`src/rtl/slice_rr_arbiter.sv`:
```
// Round-robin arbiter that time-slices one shared resource among NREQ clients.
// Ownership rotates when the owner drops its request or its slice runs out.
module slice_rr_arbiter #(
   parameter int NREQ    = 4,
   parameter int ID_W    = 2,
   parameter int SLICE_W = 4
) (
   input  logic               clk,
   input  logic               reset,
   input  logic [NREQ-1:0]    req,
   input  logic [SLICE_W-1:0] slice_len,
   output logic [NREQ-1:0]    grant,
   output logic               grant_valid,
   output logic [ID_W-1:0]    grant_id,
   output logic [SLICE_W-1:0] slice_cnt,
   output logic               expire
);

   typedef enum logic {IDLE, BUSY} state_t;

   state_t             state_q, state_d;
   logic [NREQ-1:0]    grant_q, grant_d;
   logic [ID_W-1:0]    id_q, id_d;
   logic [ID_W-1:0]    last_q, last_d;
   logic [SLICE_W-1:0] cnt_q, cnt_d;
   logic [SLICE_W-1:0] len_q, len_d;
   logic               expire_q, expire_d;

   logic [ID_W-1:0]    idx;
   logic [ID_W-1:0]    win;
   logic               found;
   logic               take;

   // Search starts one past the last winner and wraps back onto it.
   always_comb begin
      idx   = '0;
      win   = '0;
      found = 1'b0;
      for (int k = 1; k <= NREQ; k++) begin
         idx = last_q + ID_W'(k);
         if (!found && req[idx]) begin
            found = 1'b1;
            win   = idx;
         end
      end
   end

   always_comb begin
      state_d  = state_q;
      grant_d  = grant_q;
      id_d     = id_q;
      last_d   = last_q;
      cnt_d    = cnt_q;
      len_d    = len_q;
      expire_d = 1'b0;
      take     = 1'b0;
      unique case (state_q)
         IDLE: begin
            if (found) take = 1'b1;
         end
         BUSY: begin
            if (!req[id_q]) begin
               if (found) begin
                  take = 1'b1;
               end else begin
                  state_d = IDLE;
                  grant_d = '0;
                  id_d    = '0;
                  cnt_d   = '0;
               end
            // len 0 wraps to all-ones, giving a full 2^SLICE_W slice
            end else if (cnt_q == len_q - SLICE_W'(1)) begin
               expire_d = 1'b1;
               take     = 1'b1;
            end else begin
               cnt_d = cnt_q + SLICE_W'(1);
            end
         end
      endcase
      if (take) begin
         state_d = BUSY;
         grant_d = NREQ'(1) << win;
         id_d    = win;
         last_d  = win;
         cnt_d   = '0;
         len_d   = slice_len;
      end
   end

   always_ff @(posedge clk) begin
      if (reset) begin
         state_q  <= IDLE;
         grant_q  <= '0;
         id_q     <= '0;
         last_q   <= ID_W'(NREQ - 1);
         cnt_q    <= '0;
         len_q    <= '0;
         expire_q <= 1'b0;
      end else begin
         state_q  <= state_d;
         grant_q  <= grant_d;
         id_q     <= id_d;
         last_q   <= last_d;
         cnt_q    <= cnt_d;
         len_q    <= len_d;
         expire_q <= expire_d;
      end
   end

   assign grant       = grant_q;
   assign grant_valid = |grant_q;
   assign grant_id    = id_q;
   assign slice_cnt   = cnt_q;
   assign expire      = expire_q;

endmodule

```
`config.mk`:
```
export PLATFORM = sky130hd
export DESIGN_NAME = slice_rr_arbiter
export DESIGN_NICKNAME = d
export VERILOG_FILES = /design/src/rtl/slice_rr_arbiter.sv
export SDC_FILE = /design/constraint.sdc
export NUM_CORES = 1
export LEC_CHECK = 0
export ABC_AREA = 1
export ABC_CLOCK_PERIOD_IN_PS = 2000
export BUFFER_PORTS_ARGS = -buffer_cell sky130_fd_sc_hd__buf_2
export CAP_MARGIN = 20
export CORE_MARGIN = 2
export CORE_UTILIZATION = 40
export CTS_BUF_LIST = sky130_fd_sc_hd__clkbuf_4
export DETAILED_ROUTE_END_ITERATION = 8
export SETUP_SLACK_MARGIN = 0.02
export SYNTH_ARGS = -nofsm -noshare
export SYNTH_HDL_FRONTEND = slang
export SYNTH_SLANG_ARGS = --single-unit
```
`constraint.sdc`:
```
create_clock -name clk -period 2 [get_ports clk]
set_input_delay 0.3 -clock clk [delete_from_list [all_inputs] [get_ports clk]]
set_output_delay 0.3 -clock clk [all_outputs]
set_load 0.02 [all_outputs]
```
# Word level (Yosys, flattened, before mapping)
# Cells that the tools add are included.
[classes]
n_addsub = 5
order_cmp = 5
eq_ne = 5
shift = 1
mux = 35
n_bitwise = 2
n_reduce_logical = 12
[op_table]
columns = ["op", "n"]
rows = [
  ["$mux 4", 6],
  ["$mux 2", 8],
  ["$lt 2x3->1 const B", 5],
  ["$mux 1", 15],
  ["$bmux 1 s2", 5],
  ["$reduce_and 3->1", 2],
  ["$add 2x2->2 const B", 2],
  ["$add 4x1->4 const B", 1],
  ["$eq 4x4->1", 1],
  ["$ne 2x1->1 const B", 2],
  ["$ne 2x2->1 const B", 2],
  ["$reduce_or 4->1", 1],
  ["$shl 1x2->4 const A", 1],
  ["$sub 4x1->4 const B", 1],
  ["$logic_and 1x1->1", 3],
  ["$logic_not 1->1", 3],
  ["$reduce_or 3->1", 1],
  ["$add 2x1->2 const B", 1],
  ["$not 1->1", 2],
  ["$pmux 1 s2", 1],
  ["$reduce_bool 2->1", 1],
  ["$reduce_or 2->1", 1],
]
[word_totals]
reg_bits = 18
out_inout_bits = 12
wordCells = 72

# Depth between registers and ports, before layout
[depth]
depth_word = 18
ltp_mapped = 15
mapped_depth_nobuf = 14

# Worst setup path after synthesis
# No wires, ideal clock.
[synth_timing]
path_kind = "register to register"
from = "register len_q[0]"
to = "register grant_q[3], in the netlist grant[3]"
setup_ps = 66
arrival_ps = 1645
required_ps = 1934
slack_ps = 289
path_stages_with_launch = 13
n_path_buf = 1
cell_sequence = "dfxtp_1 > inv_1 > ha_1 > xor2_1 > nand2_1 > nor2_1 > nand2_2 > nand2_8 > nand2_4 > buf_12 > nor2_8 > nand2_2 > a21oi_2"
[synth_via]
elab_chain_cells = 7
elab_cells_between_ends = 10
classes_between = "add/sub: 1; eq/ne: 3; mux: 4; reduce/logical: 2"
[synth_lines]
columns = ["element", "line", "text"]
rows = [
  ["start: declaration", "26", "logic [SLICE_W-1:0] len_q, len_d;"],
  ["start signal: assignment", "105", "len_q <= len_d;"],
  ["$sub 4x1->4 (*)", "72", "end else if (cnt_q == len_q - SLICE_W'(1)) begin"],
  ["$eq 4x4->1 (*)", "72", ""],
  ["$mux 1 (*)", "72", ""],
  ["$mux 1 (*)", "62", "if (!req[id_q]) begin"],
  ["$pmux 1 s2 (*)", "57", "unique case (state_q)"],
  ["$ne 2x2->1 (no line), or another cell as far along", "-", ""],
  ["$reduce_and 3->1 (no line)", "-", ""],
  ["end signal: assignment", "101", "grant_q <= grant_d;"],
  ["end: declaration", "22", "logic [NREQ-1:0] grant_q, grant_d;"],
]
# Mark *: on every way between the ends. The rest lies on a longest branch, timed or not.
# A chain may end at the register's enable or synchronous reset.

# Worst setup path in the final report
# Ends and elaborated chain as after synthesis.

==> results.json <==
{
  "grt-ovfl-total": 0,
  "design.core.area_um2": 3280,
  "dominant_combinational_cell_family_by_area_after_synthesis": "simple AND/OR/NAND/NOR gates",
  "yosysUniqueCellTypes": 31,
  "drcViolationCount": 0,
  "number_of_non_filler_instances_in_the_completed_layout": 244,
  "max-slew-margin-rel_pct": 80.1,
  "wl_per_cell_um": 10.9,
  "yosysMostFrequentCell": "nand2_1",
  "synthesis.yosys.warnings": 0,
  "rsz0062_at_grt": "no",
  "power.ir.vdd_worst_uv": 684,
  "timing.setup.tns_ps": 0,
  "parity_gate_share_of_the_synthesized_area_counting_xor_and_xnor_cells_pct": 3.26,
  "floorplan.rows": 21,
  "initial_core_util_pct": 40.9,
  "outcome": "complete, no violations",
  "synth-seq-area-share_pct": 26.8,
  "maxCapViolCount": 0,
  "n_antenna_cell": 0,
  "worstSetupPathType": "reg2reg",
  "slew_viol_final": 0,
  "dp_worst_setup_slack_ps": 121,
  "fp.dieW_um": 62.0,
  "vias": 1162,
  "reg_clk_slew_reported_paths_ps": 110,
  "numCtsBuffers": 3,
  "synth_compound_area_share_pct": 12.3,
  "postSynthRegisterBits": 18,
  "timing_worst_slew_pin_value_ps": 298,
  "worst_ep_arrival_time_ps": 2020,
  "yosys.area_share.simple_pct": 44.1,
  "number_of_antenna_violations_at_the_first_check_in_global_routing": 0,
  "holdCritPathClass": "in2reg",
  "io_pins": 22,
  "clock.fmax_mhz": 559,
  "tritoncts": "yes",
  "design_power_total_uw": 2350,
  "postSynthCellCount": 175,
  "postLayoutSetupSlackWorst_ps": 211,
  "synth_top_area_share_pct": 26.8,
  "final.hold.worst_slack_ps": 257,
  "place.gp.congestion": 0.801,
  "finalSetupViolCount": 0,
  "num-nets-final": 211,
  "routed_wirelength_mm": 2.67,
  "ys_top_cells_by_area": "dfxtp_1 27%, nand2_1 11%, nand2_4 8.4%, nand2_2 6.1%, inv_1 5.6%",
  "power_density_nw_per_um2": 1580,
  "avgViaCountPerCell": 4.76,
  "ctsHoldBuffers": 0,
  "cts-root-buf": "clkbuf_4",
  "syn_area_cell_um2": 7.68,
  "post_route_cells_drive_above_1_share_pct": 35.4,
  "io_buffer_count": 21,
  "required_ps": 2230,
  "dieArea_um2": 3840,
  "antenna_left": 0,
  "clkSinkCount": 18,
  "flow.area_growth_from_synthesis_pct": 10.9,
  "critical_path.max_fanout": 11,
  "grt_max_degree": 12,
  "synth_enable_flop_cells": 0,
  "synthesis.area_um2": 1340,
  "gr-usage-all-layers_pct": 15.7,
  "final_hold_viol_count": 0,
  "numPlacedInstances": 240,
  "drtPass1Iterations": 4,
  "synth_top_cells_by_count": "40 x nand2_1, 20 x inv_1, 18 x dfxtp_1",
  "buffer_levels_on_the_longest_clock_path": 2,
  "clock_tree.htree_level_count": 1,
  "layout_min_cycle_time_ps": 1790,
  "netlist.top_cell.by_area": "dfxtp_1",
  "share_of_async_settable_or_async_resettable_flops_after_synthesis_pct": 0,
  "insertion_delay_ps": 300,
  "floorplan.die.height_um": 62.0,
  "wire_length_of_the_first_global_routing_pass_mm": 4.51,
  "first_global_vias": 1021,
  "syn_nets": 187,
  "final.period_utilization_pct": 89.4,
  "finalClockSkew_ps": 15.2,
  "worstSetupStartpointType": "register",
  "main_synth_ff_type": "dfxtp_1",
  "static-leakage-power_uw": 0.000758,
  "post-dp-hpwl_mm": 2.13,
  "yosys.area_share.adder_pct": 1.86,
  "yosys-mux-area-fraction_pct": 0,
  "first_iter_violations": 44,
  "timing.critical_path.to_type": "register"
}
## logic make-up (layout without fill, tap and decap cells)
kind of cell | Yosys count | count (layout)
buf+inv | 28 | 51
flops | 18 | 18
compound gates | 25 | 25
fa+ha+maj | 2 | 2
xor+xnor | 5 | 5
simple gates | 97 | 97
## cell type report
class                      instances  area, um2
sequential                        18        362
tap                               46       57.6
clock inverter                     1       3.75
inverter                          24       97.6
clock buffer                       3       22.5
timing repair buffer              23        120
fill                             330       1790
multi-input combinational        129        827
## routing by layer
layer  GRT usage, %  vias up  part of all wire (%)
li1               -      606                     -
met1           21.9      533                    47
met2           25.0       21                    48
met3           2.48        2                   4.2
met4           4.56        0                  0.86
met5              0        -                     0
## flip-flops by register name, summed over array words and instances, names as in the netlist
signal     flops
expire         1
grant          4
grant_id       2
last_q         2
len_q          4
slice_cnt      4
state_q        1
## report_power, final
group          leakage (uW)  total [uW]  switching (uW)  internal, uW
clock network     0.0000154         187             115          72.5
registers          0.000148         564            98.9           465
logic              0.000595        1600            1040           557
total              0.000758        2350            1260          1100
## repair_timing
item | 4_1_cts | 5_1_grt
endpoints found under the hold margin | 0 | 0
setup buffers | 0 | 0
resized for setup | 0 | 3
setup endpoints to repair | 0 | 5
## placed cells by master (no fill, tap or decap), types with 6 or more instances in the layout
cell type,count
nand2_1,40
nand2_4,10
inv_1,19
nand2_2,13
nand3_1,13
nor2_1,6
a21oi_1,10
buf_2,21
dfxtp_1,17
## metrics by stage
| stage | area, um2 | util [%] |
|---|---|---|
| floorplan | 1340 | - |
| global placement | 1460 | 44.5 |
| detailed placement | 1460 | 44.5 |
| CTS | 1490 | 45.3 |
| global route | 1490 | 45.4 |
| finish | 1490 | 45.4 |
## final timing paths
kind                         startpoint  slack [ps]  cells past startpoint                     to
setup / recovery  len_q[0]$_SDFFE_PP0P_         210                     11  grant[3]$_SDFFE_PP0P_
hold / removal             slice_len[3]         260                      3  len_q[3]$_SDFFE_PP0P_
setup reg to reg  len_q[0]$_SDFFE_PP0P_         210                     11  grant[3]$_SDFFE_PP0P_
hold reg to reg   grant[3]$_SDFFE_PP0P_         500                      2  grant[3]$_SDFFE_PP0P_
## worst max-delay path: stages, from the launching register on
cell	delay [ps]
dfxtp_2	360
inv_1	50
ha_1	300
xor2_1	130
nand2_1	60
nor2_1	120
nand2_2	120
nand2_8	110
nand2_4	140
nor2_8	160
nand2_2	60
a21oi_2	110
(Power assumes the default switching activity.)
